**src/rtl/sr_cmd_driver.sv**
```systemverilog
// Command driver for the gated SR latch: synchronizes, debounces and
// edge-detects raw set/reset requests and emits clean one-hot pulses.

module sr_cmd_cond #(
    parameter int DEBOUNCE_CYCLES = 4,
    parameter int CNT_W           = 8
) (
    input  logic clk,
    input  logic rst,
    input  logic raw,
    output logic req
);

    logic             sync1;
    logic             sync2;
    logic             deb;
    logic             prev;
    logic [CNT_W-1:0] cnt;

    // Two-flop synchronizer for the asynchronous raw line.
    always_ff @(posedge clk or posedge rst) begin
        if (rst) begin
            sync1 <= 1'b0;
            sync2 <= 1'b0;
        end else begin
            sync1 <= raw;
            sync2 <= sync1;
        end
    end

    // Debounce: level flips only after DEBOUNCE_CYCLES differing samples.
    always_ff @(posedge clk or posedge rst) begin
        if (rst) begin
            deb <= 1'b0;
            cnt <= '0;
        end else if (sync2 == deb) begin
            cnt <= '0;
        end else if (cnt == CNT_W'(DEBOUNCE_CYCLES - 1)) begin
            deb <= sync2;
            cnt <= '0;
        end else begin
            cnt <= cnt + CNT_W'(1);
        end
    end

    // Rising-edge detect of the debounced level, registered to one pulse.
    always_ff @(posedge clk or posedge rst) begin
        if (rst) begin
            prev <= 1'b0;
            req  <= 1'b0;
        end else begin
            prev <= deb;
            req  <= deb & ~prev;
        end
    end

endmodule

module sr_cmd_driver #(
    parameter int DEBOUNCE_CYCLES = 4,
    parameter int PULSE_CYCLES    = 2,
    parameter int CNT_W           = 8
) (
    input  logic clk,
    input  logic rst,
    input  logic set_in,
    input  logic reset_in,
    output logic s,
    output logic r,
    output logic busy,
    output logic conflict
);

    localparam logic [1:0] IDLE    = 2'd0;
    localparam logic [1:0] DRIVE_S = 2'd1;
    localparam logic [1:0] DRIVE_R = 2'd2;
    localparam logic [1:0] GAP     = 2'd3;

    logic             req_s;
    logic             req_r;
    logic             pend_s;
    logic             pend_r;
    logic             want_s;
    logic             want_r;
    logic             take_s;
    logic             take_r;
    logic [1:0]       state;
    logic [CNT_W-1:0] pcnt;

    sr_cmd_cond #(
        .DEBOUNCE_CYCLES (DEBOUNCE_CYCLES),
        .CNT_W           (CNT_W)
    ) u_set (
        .clk (clk),
        .rst (rst),
        .raw (set_in),
        .req (req_s)
    );

    sr_cmd_cond #(
        .DEBOUNCE_CYCLES (DEBOUNCE_CYCLES),
        .CNT_W           (CNT_W)
    ) u_reset (
        .clk (clk),
        .rst (rst),
        .raw (reset_in),
        .req (req_r)
    );

    // A request counts whether it is fresh this cycle or parked earlier.
    assign want_s = pend_s | req_s;
    assign want_r = pend_r | req_r;

    // IDLE consumes whatever it acts on; a conflict consumes both.
    assign take_s = (state == IDLE) & want_s;
    assign take_r = (state == IDLE) & want_r;

    // One-deep pending flags; repeats while parked merge into one.
    always_ff @(posedge clk or posedge rst) begin
        if (rst) begin
            pend_s <= 1'b0;
            pend_r <= 1'b0;
        end else begin
            pend_s <= take_s ? 1'b0 : (pend_s | req_s);
            pend_r <= take_r ? 1'b0 : (pend_r | req_r);
        end
    end

    // Command FSM with registered outputs; s and r are never both set.
    always_ff @(posedge clk or posedge rst) begin
        if (rst) begin
            state    <= IDLE;
            pcnt     <= '0;
            s        <= 1'b0;
            r        <= 1'b0;
            busy     <= 1'b0;
            conflict <= 1'b0;
        end else begin
            conflict <= 1'b0;
            case (state)
                IDLE: begin
                    if (want_s && want_r) begin
                        conflict <= 1'b1;
                    end else if (want_s) begin
                        state <= DRIVE_S;
                        pcnt  <= '0;
                        s     <= 1'b1;
                        busy  <= 1'b1;
                    end else if (want_r) begin
                        state <= DRIVE_R;
                        pcnt  <= '0;
                        r     <= 1'b1;
                        busy  <= 1'b1;
                    end
                end
                DRIVE_S, DRIVE_R: begin
                    if (pcnt == CNT_W'(PULSE_CYCLES - 1)) begin
                        state <= GAP;
                        s     <= 1'b0;
                        r     <= 1'b0;
                    end else begin
                        pcnt <= pcnt + CNT_W'(1);
                    end
                end
                GAP: begin
                    state <= IDLE;
                    busy  <= 1'b0;
                end
                default: begin
                    state <= IDLE;
                    s     <= 1'b0;
                    r     <= 1'b0;
                    busy  <= 1'b0;
                end
            endcase
        end
    end

endmodule

```
**config.mk**
```make
export PLATFORM = sky130hd
export DESIGN_NAME = sr_cmd_driver
export DESIGN_NICKNAME = d
export VERILOG_FILES = /design/src/rtl/sr_cmd_driver.sv
export SDC_FILE = /design/constraint.sdc
export NUM_CORES = 1
export LEC_CHECK = 0
export BUFFER_PORTS_ARGS = -buffer_cell sky130_fd_sc_hd__buf_2
export CAP_MARGIN = 20
export CORE_UTILIZATION = 35
export DETAILED_ROUTE_END_ITERATION = 8
export PLACE_DENSITY = 0.54
export SYNTH_ARGS = -nofsm -noshare
export SYNTH_HDL_FRONTEND = slang
export SYNTH_HIERARCHICAL = 1
export SYNTH_SLANG_ARGS = --single-unit
```
**constraint.sdc**
```tcl
create_clock -name clk -period 2 [get_ports clk]
set_input_delay 0.1 -clock clk [delete_from_list [all_inputs] [get_ports clk]]
set_output_delay 0.1 -clock clk [all_outputs]
set_load 0.02 [all_outputs]
```
======== After elaboration in Yosys (flattened, before gate mapping) ========
Index checks and enable logic that the tools add are counted.
word-level totals
  bits in registers ....................... 42
  input bits .............................. 4
  output and inout port bits .............. 4
  logic and storage cells ................. 89
operators by class
  add/sub/neg operators ................... 3
  eq/ne operators ......................... 15
  multiplexer cells ....................... 29
  bitwise gates (word level) .............. 10
  reductions and logical operators ........ 12
operators by type and width
  kind                                                  number
  two-way mux 8 bit                                     8
  adder 8 x 1 -> 8 bit (second input constant)          3
  equality test 8 x 2 -> 1 bit (second input constant)  2
  one-hot mux 8 bit (2 select lines)                    1
  two-way mux 1 bit                                     12
  != test 2 bit (second input constant)                 6
  equality test 8 x 1 -> 1 bit (second input constant)  1
  two-way mux 2 bit                                     4
  AND reduction 4 bit                                   2
  one-hot mux 1 bit (2 select lines)                    3
  one-hot mux 2 bit (3 select lines)                    1
  AND reduction 3 bit                                   2
  AND reduction 5 bit                                   1
  AND 1 bit                                             4
  equality test 2 bit (second input constant)           2
  NOT 1 bit                                             4
  AND reduction 2 bit                                   2
  nonzero test 2 bit                                    2
  != test 3 bit (second input constant)                 1
  equality test 1 bit                                   2
  equality test 2 x 1 -> 1 bit (second input constant)  1
  logical NOT 2 bit                                     1
  OR 1 bit                                              2
  OR reduction 2 bit                                    1
  logical AND 1 bit                                     1

======== Logic depth before layout (Yosys ltp) ========
Gate-level depths: netlist of run 1.
  depth in word-level cells ............... 5
  mapped depth ............................ 6

======== Hierarchy ========
Netlist of run 1, hierarchy kept.
by module, submodules not included
  module         times used  cells an instance  area an instance (um^2)  seq. area each (um^2)
  sr_cmd_cond    2           48                 553.0                    325.3
  sr_cmd_driver  1           102                970.9                    400.4

======== Worst setup path before layout of run 1 ========
OpenSTA, ideal clock, no wires.
  path type ............................... register to register
  from .................................... reg pcnt[1]
  to ...................................... reg r
  arrival time ............................ 1.938 ns
  required time ........................... 1.879 ns
  path slack .............................. -0.058 ns
  stages on the path, launching flop included .. 7
  clock period less this slack ............ 2.058 ns
  cell sequence ........................... dfrtp_1 > inv_1 > ha_1 > or4b_4 > or4_4 > a211o_1 > a22o_1
on the way
  cells in the longest elaborated chain, start to end .. 3
ends and longest elaborated chain
  what                           line  RTL
  from (decl)                    88    logic [CNT_W-1:0] pcnt;
  from (signal assigned)         162   pcnt <= pcnt + CNT_W'(1);
  equality test 8 x 1 -> 1 bit   157   if (pcnt == CNT_W'(PULSE_CYCLES - 1)) begin
  != test 2 bit (no line)        --
  AND reduction 5 bit (no line)  --
  to (signal assigned)           152   r <= 1'b1;
  to (signal assigned)           160   r <= 1'b0;
  to (signal assigned)           172   r <= 1'b0;
  to (decl)                      69    output logic r,
Every way passes these cells.
A chain may end at the register's enable or synchronous reset.

======== Worst setup path in the final report of run 1 ========
Ends and elaborated chain as after synthesis.

==> results_dict.tcl, run 1 <==
set metrics [dict create \
    yosysMostFrequentCell "dfrtp_1" \
    grt-ovfl-total 0 \
    critPathCaptureType "flip-flop" \
    p_total_mw 3.40 \
    synth_top_area_share_pct 50.6 \
    fin_crit_ns 2.05 \
    timing.final.ws_setup_ns -0.0496 \
    synth_area_leaders "dfrtp_1 51%, ha_1 5.4%, nor2_1 3.4%, inv_1 2.7%, nand3_1 2.4%" \
    maxSlewHeadroom_pct 52.6 \
    grtUsageTotal_pct 14.4 \
    hp-class "reg2reg" \
    crit_chain "inv_2 -> ha_1 -> or4b_4 -> or4_4 -> a211o_1 -> a22o_1" \
    final_layout_size_suffix_gt1_share_pct 19.9 \
    wl_per_cell_um 13.0 \
    dieArea_sq_mm 0.00625 \
    core_sq_mm 0.00561 \
    yosysWarnings 6 \
    portBuffers 7 \
    crit_path_end "r" \
    vias 1487 \
    synth_area_sq_mm 0.00208 \
    cts_buffer_depth 2 \
    totalWireLength_um 3810 \
    synthArstFlopShare_pct 100 \
    p_leak_nw 1.12 \
    ys_seq_elements 42 \
    drc 0 \
    ant_nets 0 \
    status "finished, violations left" \
    holdWs_ns 0.357 \
    numCtsBuffers 5 \
    fin_crit_sh_pct 102 \
    gp_congestion 0.750 \
    vdd_drop_max_mv 0.774 \
    max_stage_delay_ns 0.47 \
    start_util_pct 37.0 \
    syn_inst 198 \
    syn-num-nets 211 \
    syn_area_per_cell_sq_um 10.5 \
    hold_violations 0 \
    die_y_um 79.0 \
    yosysSeqAreaShare_pct 50.6 \
    clk_pin_slew_worst_paths_ns 0.08 \
    via_per_inst 5.08 \
    cp_slowest_cell "or4b_4" \
    rows 27 \
    rrSetupSlack_ns -0.05 \
    synth_cell_types 42 \
    crit_required_ns 2.20 \
    clock_sinks 42 \
    io_pins 8 \
    fmax_mhz 488 \
    violations "negative setup slack" \
    synthTopCellsByCount "42 x dfrtp_1, 19 x nor2_1, 15 x inv_1" \
    cp.depth 6 \
    cp_max_fo 3 \
    synth-edff-count 0 \
    skew_ns 0.00427 \
    critPathBufInv 1 \
    r2r_cells 6 \
    rsz0062_at_grt "true" \
    die_w_um 79.0 \
    drv_cap 0 \
    tightest_slew_ns 0.711 \
    rr_endpoint "r" \
    syn2layout_area_growth_pct 15.8 \
    worstPathArrival_ns 2.24 \
    critPathTopFamily "simple AND/OR/NAND/NOR gates" \
    htreeDepth 2 \
    grt_pass1_vias 1522 \
    grt_max_degree 22 \
    synth_ff_type "dfrtp_1" \
    cts_tree "done" \
    critPathLaunchType "flip-flop" \
    first_pass_iters 4 \
    critical_path_class "reg2reg" \
    antenna_found_initial 0 \
    cts_setup_buffers 0 \
    clk_latency_ns 0.30 \
    dpl.hpwl_um 2620 \
    num-nets-final 233 \
    drt_iter0_markers 59 \
    post-place-ws_ns -0.0851 \
    r2r_start "pcnt[1]" \
    setup_viol 1 \
    yosysTopAreaCell "dfrtp_1" \
    grt_pass1_wl_um 6970 \
    root_buffer "clkbuf_8" \
    p_per_area_mw_per_mm2 1410 \
    crit_start "pcnt[1]" \
    finalMaxSlewViolations 0 \
    insertedDiodeCount 0 \
]
-- metrics by stage --
| step | cell area, sq um | setup TNS [ns] | cells | util (%) |
|---|---|---|---|---|
| after global routing | 2410 | -0.122 | 293 | 42.9 |
| after floorplan | 2080 | -0.0584 | 198 | - |
| after global placement | 2260 | -0.0410 | 282 | 40.4 |
| after CTS | 2380 | -0.0606 | 293 | 42.5 |
| after detailed placement | 2260 | -0.0851 | 282 | 40.4 |
| final | 2410 | -0.0496 | 293 | 42.9 |
-- metal layers --
layer  track usage, %  vias to the layer above  share of wire, %
met5                0                        -                 0
met4             6.00                        0               1.4
met3             3.45                        5               2.2
met2             23.8                       14                44
met1             18.0                      712                52
li1                 -                      756                 -
-- where the power goes --
part / internal [mW] / switching, mW
Sequential: 1.05 / 0.181
Combinational: 0.731 / 0.880
Clock: 0.245 / 0.312
Total: 2.03 / 1.37
-- how the worst min path moves through the flow --
stage                  startpoint             end  slack, ns  depth (start not counted)
finish              u_reset/sync1   u_reset/sync2       0.36                          0
global route          u_set/sync1     u_set/sync2       0.36                          0
CTS                 u_reset/sync1   u_reset/sync2       0.36                          0
detailed placement            rst   u_reset/sync2       0.17                          2
global placement              rst   u_reset/sync1       0.17                          2
floorplan                     rst  u_reset/cnt[0]      -0.02                          1
-- worst reg2reg max path, cell delays in order, from the launching register on --
cell and delay [ns]:
dfrtp_1 0.40, inv_2 0.06, ha_1 0.12, or4b_4 0.47, or4_4 0.43, a211o_1 0.24
a22o_1 0.22
-- kinds of logic after synthesis --
| logic type | after synthesis | share of synthesized area, % |
|---|---|---|
| xor+xnor | 9 | 3.79 |
| simple gates | 65 | 17.9 |
| compound gates | 48 | 16.7 |
| flops | 42 | 50.6 |
| buf+inv | 22 | 4.04 |
| fa+ha+maj | 9 | 5.42 |
| mux | 3 | 1.57 |
-- sequential cells by signal (all words and copies together), names as in the netlist, 2 cells and up --
register     flops
pcnt             8
state            2
u_reset/cnt      8
u_set/cnt        8
-- area by class of cell --
cell class,instances,area (sq um)
Timing Repair Buffer,22,155
Fill cell,571,3200
Sequential cell,42,1050
Tap cell,72,90.1
Inverter,15,56.3
Multi-Input combinational cell,134,963
Clock inverter,3,21.3
Clock buffer,5,68.8
-- placed cells by master, fill, tap and decap left out, types with 5 or more instances in the layout --
cell	count
a21oi_1	9
buf_4	12
inv_1	14
nand2_1	8
clkbuf_8	5
nor2_1	19
or3_1	6
nand3_1	10
ha_1	9
a22o_1	5
dfrtp_1	42
buf_2	7
o21ai_0	8
-- what timing repair did --
| action | 4_1_cts | 5_1_grt |
|---|---|---|
| hold endpoints to repair | 44 | 0 |
| pin swaps | 1 | 0 |
| setup endpoints to repair | 1 | 10 |
| gates cloned | 0 | 0 |
| hold buffers | 3 | 0 |
| resized for setup | 0 | 4 |
Power figures use the tool's default switching activity.
==> inputs of run 2 (changes only) <==
Settings changed: SYNTH_HIERARCHICAL 1 to default.
==> run 2 against run 1 <==
Critical endpoint unchanged. Largest cell class unchanged. Clock skew decreased by 0.00054 ns. First-iteration DRC count increased by 8.5%. Via count decreased by 5.1%. Largest power group unchanged. Design area decreased by 4.0%. Utilization decreased by 0.96 points. Global-route usage decreased by 1.7 points. Die area decreased by 3.6%. Highest routed layer unchanged. Non-clock buffer count decreased by 4. The run now ends clean.
==> results_dict.tcl, run 2 <==
set metrics [dict create \
    crit_required_ns 2.19 \
    gp_congestion 0.833 \
    fin_crit_sh_pct 95.6 \
    crit_path_end "r" \
    core_sq_mm 0.00551 \
    drv_cap 0 \
    synth_area_sq_mm 0.00200 \
    grt-ovfl-total 0 \
    clock_sinks 42 \
    setup_viol 0 \
    syn_area_per_cell_sq_um 10.7 \
    critical_path_class "reg2reg" \
    rr_endpoint "r" \
    die_w_um 77.6 \
    post-place-ws_ns 0.107 \
    fmax_mhz 523 \
    start_util_pct 36.3 \
    yosysTopAreaCell "dfrtp_1" \
    place_area_sq_mm 0.00217 \
    maxSlewHeadroom_pct 52.9 \
    root_buffer "clkbuf_8" \
    drt_iter0_markers 64 \
    p_leak_nw 1.08 \
    io_pins 8 \
    design_area_sq_mm 0.00231 \
    grtUsageTotal_pct 12.7 \
    synthArstFlopShare_pct 100 \
    wl_per_cell_um 12.5 \
    skew_ns 0.00373 \
    cts_buffer_depth 2 \
    worstPathArrival_ns 2.10 \
    status "finished clean" \
    syn2layout_area_growth_pct 15.5 \
    power_frac_seq_pct 35.2 \
    drc 0 \
    critPathCaptureType "flip-flop" \
    p_sw_mw 1.35 \
    rsz0062_at_grt "false" \
    synth_ff_type "dfrtp_1" \
    worstHoldStart "u_reset.sync1" \
    num-nets-final 219 \
    vdd_drop_max_mv 0.727 \
    antenna_found_initial 0 \
    final_util_pct 41.9 \
    synth-edff-count 0 \
    fin_crit_ns 1.91 \
    hold_violations 0 \
    r2r_start "pcnt[1]" \
    timing.final.ws_setup_ns 0.0888 \
    crit_start "pcnt[1]" \
    reg.largest.list "pcnt: 8 flops, u_reset.cnt: 8 flops, u_set.cnt: 8 flops" \
    via_per_inst 5.04 \
    stdcell_count 280 \
    syn-num-nets 199 \
    syn_inst 187 \
    yosysWarnings 0 \
    synth_cell_types 45 \
    p_per_area_mw_per_mm2 1510 \
    synthTopCellsByCount "42 x dfrtp_1, 21 x nor2_1, 12 x nand3_1, 12 x xor2_1, 11 x inv_1" \
    grt_pass1_vias 1367 \
    ys_seq_elements 42 \
    swShare_pct 38.7 \
    combPwrFrac_pct 45.8 \
    first_pass_iters 5 \
    clk_pin_slew_worst_paths_ns 0.08 \
    mostFrequentLayoutCells "42 x dfrtp_1, 21 x nor2_1, 12 x nand3_1, 12 x xor2_1, 10 x inv_1" \
    grt_pass1_wl_um 6060 \
    finalMaxSlewViolations 0 \
    yosysSeqAreaShare_pct 52.6 \
    p_total_mw 3.49 \
    portBuffers 7 \
    critPathLaunchType "flip-flop" \
    insertedDiodeCount 0 \
    htreeDepth 2 \
    vias 1411 \
    holdWs_ns 0.356 \
    totalWireLength_um 3500 \
    yosysMostFrequentCell "dfrtp_1" \
    clock_power_share_pct 18.9 \
    cp_max_fo 4 \
    r2r_cells 6 \
    rrSetupSlack_ns 0.09 \
    clk_latency_ns 0.29 \
    synth_area_leaders "dfrtp_1 53%, xor2_1 5.3%, ha_1 5.0%, nor2_1 3.9%, nand3_1 3.0%" \
    numCtsBuffers 5 \
    placed_cells 269 \
    ant_nets 0 \
    grt_max_degree 20 \
    final_layout_size_suffix_gt1_share_pct 14.4 \
    hp-class "reg2reg" \
    dpl.hpwl_um 2470 \
    totalNegativeSetupSlack_ns 0 \
    p_int_mw 2.14 \
    die_y_um 77.6 \
    synth_top_area_share_pct 52.6 \
    dieArea_sq_mm 0.00602 \
    tightest_slew_ns 0.702 \
    rows 27 \
    cts_tree "done" \
    layout_commonest_cell "dfrtp_1" \
]
run 2: routing by layer:
| layer | vias to the layer above | wire (um) | GRT usage [%] |
|---|---|---|---|
| met5 | - | 0 | 0 |
| met4 | 0 | 25 | 4.72 |
| met3 | 2 | 99 | 3.53 |
| met2 | 20 | 1650 | 20.6 |
| met1 | 688 | 1730 | 16.1 |
| li1 | 701 | - | - |
run 2: logic make-up after synthesis:
| kind of cell | after synthesis | share of synthesized area (%) |
|---|---|---|
| AO/OA/AOI/OAI | 38 | 14.3 |
| XOR/XNOR | 16 | 7.01 |
| adder cells (fa/ha/maj) | 8 | 5.01 |
| buffers and inverters | 16 | 3.00 |
| flip-flops | 42 | 52.6 |
| multiplexers | 3 | 1.63 |
| AND/OR/NAND/NOR | 64 | 16.5 |
run 2: how the worst min path moves through the flow:
stage                     slack (ns)              to  cells past startpoint
after CTS                       0.36   u_reset.sync2                      0
final                           0.36   u_reset.sync2                      0
after global placement          0.16         pcnt[7]                      2
after global routing            0.36     u_set.sync2                      0
after floorplan                 0.13   u_reset.sync1                      0
after detailed placement        0.16  u_reset.cnt[5]                      2
run 2: final cells by class:
cell class / instances / area (sq um)
fill: 522 / 3200
sequential: 42 / 1050
multi-input combinational: 129 / 892
timing repair buffer: 18 / 125
tap: 72 / 90.1
clock buffer: 6 / 72.6
inverter: 11 / 41.3
clock inverter: 2 / 37.5
run 2: power by group through the flow:
stage / Combinational [mW] / Clock, mW / Sequential [mW]
after global routing: 1.79 / 0.712 / 1.26
after detailed placement: 1.58 / 0 / 1.25
after CTS: 1.60 / 0.686 / 1.23
final: 1.60 / 0.661 / 1.23
after global placement: 1.59 / 0 / 1.25
after floorplan: 1.12 / 0 / 1.26
run 2: critical path: stages (launching register included):
cell     delay [ns]
dfrtp_1        0.40
inv_1          0.09
ha_1           0.13
or4b_4         0.47
or2_4          0.28
a211o_1        0.26
a21o_1         0.17
run 2: timing repair:
| item | in CTS | in global routing |
|---|---|---|
| hold endpoints to repair | 19 | 0 |
| hold buffers | 3 | 0 |
| setup buffers | 0 | 0 |
| endpoints found under the setup margin | 0 | 1 |
| gates resized for setup | 0 | 1 |
